==> src/rtl/decode_ctrl_stage.sv <==
// Decode/control stage: combinational decode of a 32-bit RV32I-style
// instruction into a control bundle, registered with one cycle of latency.
// Supports stall (hold), flush (bubble) and a saturating illegal-instruction
// counter.
module decode_ctrl_stage #(
  parameter int ALU_W      = 4,
  parameter int EXT_BRANCH = 1,
  parameter int CNT_W      = 8
) (
  input  logic             clk,
  input  logic             rst,
  input  logic [31:0]      instr,
  input  logic             in_valid,
  input  logic             stall,
  input  logic             flush,
  output logic             valid,
  output logic             reg_write,
  output logic             mem_write,
  output logic             alu_sel,
  output logic             alu_a_pc,
  output logic             branch,
  output logic             jump,
  output logic             jalr_sel,
  output logic [2:0]       imm_sel,
  output logic [1:0]       result_sel,
  output logic [2:0]       br_cond,
  output logic [ALU_W-1:0] alu_control,
  output logic             illegal,
  output logic [CNT_W-1:0] illegal_cnt
);

  localparam logic [3:0] ALU_ADD   = 4'd0;
  localparam logic [3:0] ALU_SUB   = 4'd1;
  localparam logic [3:0] ALU_AND   = 4'd2;
  localparam logic [3:0] ALU_OR    = 4'd3;
  localparam logic [3:0] ALU_XOR   = 4'd4;
  localparam logic [3:0] ALU_SLT   = 4'd5;
  localparam logic [3:0] ALU_SLTU  = 4'd6;
  localparam logic [3:0] ALU_SLL   = 4'd7;
  localparam logic [3:0] ALU_SRL   = 4'd8;
  localparam logic [3:0] ALU_SRA   = 4'd9;
  localparam logic [3:0] ALU_PASSB = 4'd10;

  // One registered control bundle; a bubble is simply all zeros.
  typedef struct packed {
    logic       valid;
    logic       reg_write;
    logic       mem_write;
    logic       alu_sel;
    logic       alu_a_pc;
    logic       branch;
    logic       jump;
    logic       jalr_sel;
    logic [2:0] imm_sel;
    logic [1:0] result_sel;
    logic [2:0] br_cond;
    logic [3:0] alu;
    logic       illegal;
  } bundle_t;

  bundle_t    dec;
  bundle_t    bq;
  logic       bad;
  logic [6:0] opcode;
  logic [2:0] f3;
  logic       b30;
  logic       br_ok;
  logic       unused_instr_bits;

  assign opcode = instr[6:0];
  assign f3     = instr[14:12];
  assign b30    = instr[30];
  assign unused_instr_bits = ^{instr[31], instr[29:15], instr[11:7]};

  // beq/bne always decode; the four compare-style branches only when enabled.
  assign br_ok = (f3 == 3'b000) || (f3 == 3'b001) ||
                 ((EXT_BRANCH != 0) && f3[2]);

  // Shared R/I-type funct3 -> ALU op; only R-type uses bit 30 for SUB.
  function automatic logic [3:0] alu_op(input logic [2:0] fn, input logic alt,
                                        input logic is_r);
    case (fn)
      3'b000:  alu_op = (alt && is_r) ? ALU_SUB : ALU_ADD;
      3'b001:  alu_op = ALU_SLL;
      3'b010:  alu_op = ALU_SLT;
      3'b011:  alu_op = ALU_SLTU;
      3'b100:  alu_op = ALU_XOR;
      3'b101:  alu_op = alt ? ALU_SRA : ALU_SRL;
      3'b110:  alu_op = ALU_OR;
      default: alu_op = ALU_AND;
    endcase
  endfunction

  // Combinational decode; an illegal encoding collapses to illegal-only.
  always_comb begin
    dec       = '0;
    dec.valid = 1'b1;
    bad       = 1'b0;
    case (opcode)
      7'b0000011: begin
        bad            = (f3 != 3'b010);
        dec.reg_write  = 1'b1;
        dec.alu_sel    = 1'b1;
        dec.result_sel = 2'b01;
      end
      7'b0100011: begin
        bad           = (f3 != 3'b010);
        dec.mem_write = 1'b1;
        dec.alu_sel   = 1'b1;
        dec.imm_sel   = 3'b001;
      end
      7'b1100011: begin
        bad         = !br_ok;
        dec.branch  = 1'b1;
        dec.imm_sel = 3'b010;
        dec.alu     = ALU_SUB;
        dec.br_cond = f3;
      end
      7'b1101111: begin
        dec.reg_write  = 1'b1;
        dec.jump       = 1'b1;
        dec.imm_sel    = 3'b011;
        dec.result_sel = 2'b10;
      end
      7'b1100111: begin
        bad            = (f3 != 3'b000);
        dec.reg_write  = 1'b1;
        dec.jump       = 1'b1;
        dec.jalr_sel   = 1'b1;
        dec.alu_sel    = 1'b1;
        dec.result_sel = 2'b10;
      end
      7'b0110111: begin
        dec.reg_write = 1'b1;
        dec.alu_sel   = 1'b1;
        dec.imm_sel   = 3'b100;
        dec.alu       = ALU_PASSB;
      end
      7'b0010111: begin
        dec.reg_write = 1'b1;
        dec.alu_sel   = 1'b1;
        dec.alu_a_pc  = 1'b1;
        dec.imm_sel   = 3'b100;
      end
      7'b0110011: begin
        dec.reg_write = 1'b1;
        dec.alu       = alu_op(f3, b30, 1'b1);
      end
      7'b0010011: begin
        dec.reg_write = 1'b1;
        dec.alu_sel   = 1'b1;
        dec.alu       = alu_op(f3, b30, 1'b0);
      end
      default: bad = 1'b1;
    endcase
    if (bad) begin
      dec         = '0;
      dec.valid   = 1'b1;
      dec.illegal = 1'b1;
    end
  end

  // Bundle register: flush beats stall beats load; in_valid=0 loads a bubble.
  always_ff @(posedge clk or posedge rst) begin
    if (rst)           bq <= '0;
    else if (flush)    bq <= '0;
    else if (!stall)   bq <= in_valid ? dec : '0;
  end

  // Saturating count of illegal instructions actually accepted by a load.
  always_ff @(posedge clk or posedge rst) begin
    if (rst)
      illegal_cnt <= '0;
    else if (!flush && !stall && in_valid && dec.illegal && (illegal_cnt != '1))
      illegal_cnt <= illegal_cnt + CNT_W'(1);
  end

  assign valid       = bq.valid;
  assign reg_write   = bq.reg_write;
  assign mem_write   = bq.mem_write;
  assign alu_sel     = bq.alu_sel;
  assign alu_a_pc    = bq.alu_a_pc;
  assign branch      = bq.branch;
  assign jump        = bq.jump;
  assign jalr_sel    = bq.jalr_sel;
  assign imm_sel     = bq.imm_sel;
  assign result_sel  = bq.result_sel;
  assign br_cond     = bq.br_cond;
  assign alu_control = ALU_W'(bq.alu);
  assign illegal     = bq.illegal;

endmodule

==> config.mk <==
export PLATFORM = sky130hd
export DESIGN_NAME = decode_ctrl_stage
export DESIGN_NICKNAME = d
export VERILOG_FILES = /design/src/rtl/decode_ctrl_stage.sv
export SDC_FILE = /design/constraint.sdc
export NUM_CORES = 1
export LEC_CHECK = 0
export ABC_AREA = 1
export CORE_AREA = 8 8 63 65
export CTS_CLUSTER_DIAMETER = 200
export DETAILED_ROUTE_END_ITERATION = 8
export DIE_AREA = 0 0 71 73
export DONT_BUFFER_PORTS = 1
export PLACE_DENSITY = 0.81
export SYNTH_ARGS = -nofsm -noshare
export SYNTH_HDL_FRONTEND = slang
export SYNTH_SLANG_ARGS = --single-unit
export TNS_END_PERCENT = 10
==> constraint.sdc <==
create_clock -name clk -period 1.4 [get_ports clk]
set_input_delay 0.42 -clock clk [delete_from_list [all_inputs] [get_ports clk]]
set_output_delay 0.42 -clock clk [all_outputs]
set_load 0.1 [all_outputs]
Yosys cells after proc, flatten, opt, wreduce, memory -nomap -nowiden
Index checks and enable logic that the tools add are counted.
{"block": "word_totals", "word_cells": 70, "output_inout_bits": 29, "reg_bits": 29, "input_bits": 37}
{"block": "classes", "n_eq_ne": 18, "n_addsub": 1, "mux": 20, "n_reduce_logical": 17}
{"op": "$mux W21", "count": 3}
{"op": "$pmux W4 S7", "count": 2}
{"op": "$eq A7 B6 Y1 const B", "count": 3}
{"op": "$eq A7 B7 Y1 const B", "count": 3}
{"op": "$mux W20", "count": 1}
{"op": "$pmux W4 S4", "count": 1}
{"op": "$eq A7 B5 Y1 const B", "count": 2}
{"op": "$pmux W3 S4", "count": 1}
{"op": "$eq A3 B3 Y1 const B", "count": 3}
{"op": "$mux W1", "count": 9}
{"op": "$add A8 B1 Y8 const B", "count": 1}
{"op": "$ne A8 B8 Y1 const B", "count": 1}
{"op": "$eq A7 B2 Y1 const B", "count": 1}
{"op": "$reduce_or A7 Y1", "count": 1}
{"op": "$eq A3 B2 Y1 const B", "count": 2}
{"op": "$reduce_or A2 Y1", "count": 3}
{"op": "$reduce_or A6 Y1", "count": 1}
{"op": "$reduce_or A5 Y1", "count": 1}
{"op": "$logic_and A1 B1 Y1", "count": 4}
{"op": "$pmux W1 S4", "count": 1}
{"op": "$pmux W2 S2", "count": 1}
{"op": "$eq A3 B1 Y1 const B", "count": 1}
{"op": "$logic_not A1 Y1", "count": 3}
{"op": "$logic_not A3 Y1", "count": 1}
{"op": "5 further kinds", "count": 6}

Longest topological paths before layout
Gate-level depths: netlist (run 1).
{"block": "depth", "word_depth": 9, "mapped_depth": 12, "mapped_depth_nobuf": 11}

Worst setup path after synthesis (run 1)
Ideal clock, no wire load.
{"block": "synth_path", "path_type": "register to register", "start": "register illegal_cnt[0]", "end": "register illegal_cnt[2]", "synth_period_minus_slack_ps": 2307, "n_path_buf": 0, "required_time_ps": 1333, "path_stages_with_launch": 8, "t_arrival_ps": 2240, "setup_time_ps": 67, "setup_slack_ps": -907, "cell_sequence": "dfrtp_1 > ha_1 > nand3_1 > nor2_1 > nand3_1 > nand3_1 > nand2_1 > nand2_1"}
{"block": "synth_between", "elab_chain_cells": 2, "word_cells_on_any_way": 3, "cone_classes": "add/sub: 1; eq/ne: 1; reduce/logical: 1"}
{"item": "start: declaration", "line_no": "29", "source": "output logic [CNT_W-1:0] illegal_cnt"}
{"item": "start signal: assignment", "line_no": "175", "source": "illegal_cnt <= illegal_cnt + CNT_W'(1);"}
{"item": "parallel branches: the longest is 2 deep, another holds $add A8 B1 Y8"}
Several ways; the timed one is not identified.
A chain may end at the register's enable or synchronous reset.

Final worst setup path (run 1)
{"block": "layout_path", "start": "register illegal_cnt[1]", "end": "output illegal_cnt[1]"}
No word-level cell between the ends.

==> results.cfg, run 1 <==
[detailed_routing]
drtIter0Drc = 127
detail_route.drc_violations = 0
route.vias.total = 1585
drt-wirelength-per-cell_um = 14.3
wl_um = 4300
routed_via_density = 5.28
drtPass1Iterations = 4
ant_nets = 0

[global_route]
grt-busiest-layer = met2
grt_pass1_vias = 1602
grt_pass1_wl_um = 7360
grt_max_degree = 22
use_met2_pct = 31.5
grt_overflow = 0
grt_use_met1_pct = 18.8
grt_use_met3_pct = 4.67
grt_antenna_before_repair = 0
track_usage_pct = 17.9

[run_status]
failed_checks = setup timing
status = finished, violations left

[cts]
htree_num_levels = 2
cts_tree = built
cts_made_buffers = 5
cts_sinks = 29
clk_latency_ps = 330
cts_buffer_depth = 2
clk_pin_slew_ps = 100
root_buffer = clkbuf_4

[layout]
final_cell_mix = nand2_1 (82), buf_4 (30), dfrtp_1 (21)
utilization_pct = 79.4
fin_nets = 304
layout_commonest_cell = nand2_1
diodes = 0
finalInstanceArea_mm2 = 0.00234
drive_above_1_share_pct = 33.0
syn2layout_area_growth_pct = 48.9

[setup_path]
cp-end-kind = output pin
slowest_delay_ps = 520
critPathKind = register to output pin
critical-path-top-delay-family = flip-flops
cp.required_ps = 980
path_buf_inv = 1
cpMaxStageDelayCell = dfrtp_4
path_max_fanout = 3
cp-start-kind = register
cp_cell_sequence = buf_12
cp_data_arrival_time_ps = 1040

[floorplanning]
dieArea_mm2 = 0.00518
core_area_mm2 = 0.00295
num_rows = 20
io_pins = 66
dieWidth_um = 71
initial_core_util_pct = 53.3
die_h_um = 73

[timing]
rsz0062_at_grt = yes
min_period_over_period_pct = 104
fin_skew_ps = 10.8
slew_headroom_pct = 69.5
fin_ws_ps = -58.6
worst_slew_pin_slew_ps = 453
period_needed_ps = 1460
hold_slack_ps = 191
finalMaxSlewViolations = 0
finalHoldViolCount = 0
fin_setup_tns_ps = -197
finalSetupViolCount = 6
fmaxAchievable_ghz = 0.686

[placement]
io_buffers = 0
dpl.hpwl_um = 3240
routabilityCongestion = 0.834
dp_worst_setup_slack_ps = -235
placed_area_mm2 = 0.00209

[synth]
synth_warnings = 0
yosysSeqAreaShare_pct = 46.1
syn_area_mm2 = 0.00157
ys_seq_elements = 29
syn_inst = 207
synth_nets = 245
synth.avg_cell_area_um2 = 7.60
synth_cell_types = 24

[power]
p_sw_share_pct = 39.5
p_per_area_mw_per_mm2 = 1070
switching_power_mw = 0.986
clkPwrFrac_pct = 21.2
pwr-share-seq_pct = 41.1
internal_power_mw = 1.51
leakage_nw = 1.25
vdd_drop_max_mv = 0.576
combPwrFrac_pct = 37.7

[min_path]
min_path_type = primary input to register

[run]
drv_cap = 0
## what timing repair did
action,CTS,global route
pin swaps,0,1
cloned,0,0
endpoints found under the hold margin,8,0
hold buffers,1,0
setup buffers,2,0
resized for setup,29,15
setup endpoints to repair,13,36
## kinds of logic (layout without fill, tap and decap cells)
| group | after synthesis | in the layout | synth area share (%) |
|---|---|---|---|
| AO/OA/AOI/OAI | 15 | 15 | 4.93 |
| XOR/XNOR | 6 | 6 | 3.34 |
| flip-flops | 29 | 29 | 46.1 |
| buffers and inverters | 23 | 83 | 6.04 |
| adder cells (fa/ha/maj) | 1 | 1 | 0.795 |
| AND/OR/NAND/NOR | 133 | 133 | 38.8 |
## through the flow
stage          total power, mW  std cells
4_1_cts                   2.50        300
2_1_floorplan             1.59        207
3_5_place_dp              1.79        289
5_1_grt                   2.60        300
6_report                  2.50        300
3_3_place_gp              1.76        289
## cells in the mapped netlist
cell,number,area share (%)
xor2_1,4,2.2
clkbuf_1,2,0.48
nand2_1,82,20
ha_1,1,0.79
nand3_2,1,0.64
nand4_1,11,4.4
nand2_2,1,0.40
nor3_2,1,0.64
nor4_1,1,0.40
nor3_1,2,0.64
nor2_4,3,2.1
inv_1,14,3.3
xnor2_1,2,1.1
inv_2,5,1.2
buf_6,1,0.72
o21bai_1,1,0.48
a21oi_1,2,0.64
dfrtp_1,29,46
o21ai_1,1,0.32
o21ai_0,11,3.5
nor2_8,1,1.3
buf_2,1,0.32
nand3_1,20,6.4
nor2_1,10,2.4
## final timing paths
check / cells past startpoint / slack, ps / from / endpoint
max: 1 / -60 / illegal_cnt[1]$_DFFE_PP0P_ / illegal_cnt[1]
min reg2reg: 2 / 580 / imm_sel[1]$_DFFE_PP0P_ / imm_sel[1]$_DFFE_PP0P_
max in group asynchronous: 3 / 400 / rst / imm_sel[2]$_DFFE_PP0P_
min in group asynchronous: 2 / 500 / rst / illegal_cnt[0]$_DFFE_PP0P_
min: 1 / 190 / instr[5] / alu_a_pc$_DFFE_PP0P_
max reg2reg: 7 / 20 / illegal_cnt[1]$_DFFE_PP0P_ / illegal_cnt[4]$_DFFE_PP0P_
## power groups by stage
| stage | Clock, mW | Combinational [mW] | Sequential [mW] |
|---|---|---|---|
| after floorplan | 0 | 0.198 | 1.40 |
| after global placement | 0 | 0.746 | 1.01 |
| after detailed placement | 0 | 0.770 | 1.02 |
| after CTS | 0.538 | 0.939 | 1.02 |
| after global routing | 0.571 | 0.993 | 1.03 |
| final | 0.529 | 0.941 | 1.03 |
## sequential cells by signal (all words and copies together), names as in the netlist, 2 cells and up
register and count:
br_cond 3, imm_sel 3, illegal_cnt 8, result_sel 2
alu_control 4
## layout make-up
class | count | area (um^2)
Multi-Input combinational cell | 155 | 818
Sequential cell | 29 | 741
Timing Repair Buffer | 56 | 613
Fill cell | 202 | 609
Inverter | 19 | 71.3
Clock buffer | 8 | 58.8
Tap cell | 33 | 41.3
## layer usage
metal | wire [um] | vias up
met4 | 112 | 0
met5 | 0 | -
li1 | - | 789
met2 | 2250 | 40
met3 | 219 | 12
met1 | 1720 | 744
Power figures use the tool's default switching activity.
==> run 2, diff against run 1 <==
Settings changed: PLACE_DENSITY 0.81 to 0.75, TNS_END_PERCENT 10 to 1.
==> run 2 against run 1 <==
Compared with the run above: count of clock-buffer cells in the layout unchanged; sequential power about the same; core utilization decreased by 0.93 points; setup slack got worse by 3.0 ps; sequential cell count unchanged; the run still ends with setup timing left; highest routed layer unchanged; critical endpoint is now illegal_cnt[0]; global-route usage increased by 0.23 points; critical path type unchanged; clock skew about the same; clock power increased by 0.8%.
==> results.cfg, run 2 (synthesis results as in run 1) <==
[run_status]
status = finished, violations left
failed_checks = setup timing

[detailed_routing]
route.vias.total = 1644
detail_route.drc_violations = 0
wl_um = 4800
ant_nets = 0
drt-wirelength-per-cell_um = 16.2
drtPass1Iterations = 4
routed_via_density = 5.54
drtIter0Drc = 127

[placement]
dpl.hpwl_um = 3290
io_buffers = 0
dp_cells = 288
dp_worst_setup_slack_ps = -274
routabilityCongestion = 0.920

[floorplanning]
dieArea_mm2 = 0.00518
dieWidth_um = 71
io_pins = 66
initial_core_util_pct = 53.3
die_h_um = 73
core_area_mm2 = 0.00295
num_rows = 20

[setup_path]
cpMaxStageDelayCell = dfrtp_4
cp_data_arrival_time_ps = 1040
path_max_fanout = 3
slowest_delay_ps = 520
path_buf_inv = 1
critPathKind = register to output pin
cp-start-kind = register
critical-path-top-delay-family = flip-flops
cp.required_ps = 980
cp_cell_sequence = buf_12
cp-end-kind = output pin

[power]
p_per_area_mw_per_mm2 = 1070
vdd_drop_max_mv = 0.572
leakage_nw = 1.24
total_power_mw = 2.47

[timing]
hold_slack_ps = 43.8
worst_slew_pin_slew_ps = 373
fin_skew_ps = 11.3
min_period_over_period_pct = 104
period_needed_ps = 1460
fmaxAchievable_ghz = 0.684
finalSetupViolCount = 6
finalHoldViolCount = 0
rsz0062_at_grt = yes
slew_headroom_pct = 74.9
finalMaxSlewViolations = 0
fin_ws_ps = -61.6

[cts]
cts_tree = built
cts_made_buffers = 5
post-cts-setup-buffers = 0
clk_pin_slew_ps = 90
htree_num_levels = 2
cts_buffer_depth = 2
clk_latency_ps = 330
root_buffer = clkbuf_4
cts_sinks = 29

[layout]
syn2layout_area_growth_pct = 47.1
largest_register_ffs = 8
drive_above_1_share_pct = 34.5
fin_nets = 301
multi_input_area_um2 = 845
stdcell_count = 297
utilization_pct = 78.4
nFillCells = 178
register_area_um2 = 741
diodes = 0
layout_commonest_cell = nand2_1
regMostFlops = illegal_cnt
final_cell_mix = nand2_1 (78), buf_4 (28), dfrtp_1 (21)

[global_route]
grt_pass1_vias = 1613
grt_max_degree = 30
grt_antenna_before_repair = 0
grt_pass1_wl_um = 7520
grt_overflow = 0
track_usage_pct = 18.1

[min_path]
min_path_type = primary input to asynchronous set/reset pin

[run]
drv_cap = 0
[run 2: worst paths after layout]
check                                             end  slack (ps)  cells after the start                  startpoint
setup / recovery                       illegal_cnt[0]         -60                      1  illegal_cnt[0]$_DFFE_PP0P_
hold / removal                  reg_write$_DFFE_PP0P_          40                      2                         rst
setup reg to reg           illegal_cnt[6]$_DFFE_PP0P_          20                      7  illegal_cnt[1]$_DFFE_PP0P_
hold reg to reg            illegal_cnt[5]$_DFFE_PP0P_         590                      2  illegal_cnt[5]$_DFFE_PP0P_
max in group asynchronous  illegal_cnt[0]$_DFFE_PP0P_        1060                      2                         rst
min in group clk                 alu_a_pc$_DFFE_PP0P_         200                      1                    instr[5]
[run 2: layout make-up]
| type | count | share of cell area (%) |
|---|---|---|
| Timing Repair Buffer | 52 | 24.1 |
| Multi-Input combinational cell | 156 | 36.5 |
| Tap cell | 33 | 1.78 |
| Clock buffer | 8 | 2.54 |
| Sequential cell | 29 | 32.0 |
| Inverter | 19 | 3.08 |
[run 2: stage by stage]
stage | setup TNS [ps] | area (um^2)
2_1_floorplan | -2210 | 1650
3_3_place_gp | -3050 | 2080
3_5_place_dp | -4680 | 2080
4_1_cts | -213 | 2240
5_1_grt | -638 | 2320
6_report | -168 | 2320
[run 2: layer usage]
layer	global-route usage, %	vias to the layer above	part of all wire [%]
met1	19.5	792	37
met3	5.36	8	7.6
met4	7.39	0	1.7
li1	-	785	-
met2	32.4	59	53
met5	0	-	0
[run 2: repair_timing]
item | 4_1_cts | 5_1_grt
pin swaps | 0 | 5
setup endpoints to repair | 11 | 37
gates resized for setup | 25 | 19
hold endpoints to repair | 0 | 0
cloned | 0 | 1
hold buffers | 0 | 0
[run 2: report_power, final]
group | total [mW] | internal, mW | switching (mW)
Clock | 0.533 | 0.247 | 0.286
Sequential | 1.02 | 0.910 | 0.114
Combinational | 0.911 | 0.320 | 0.591
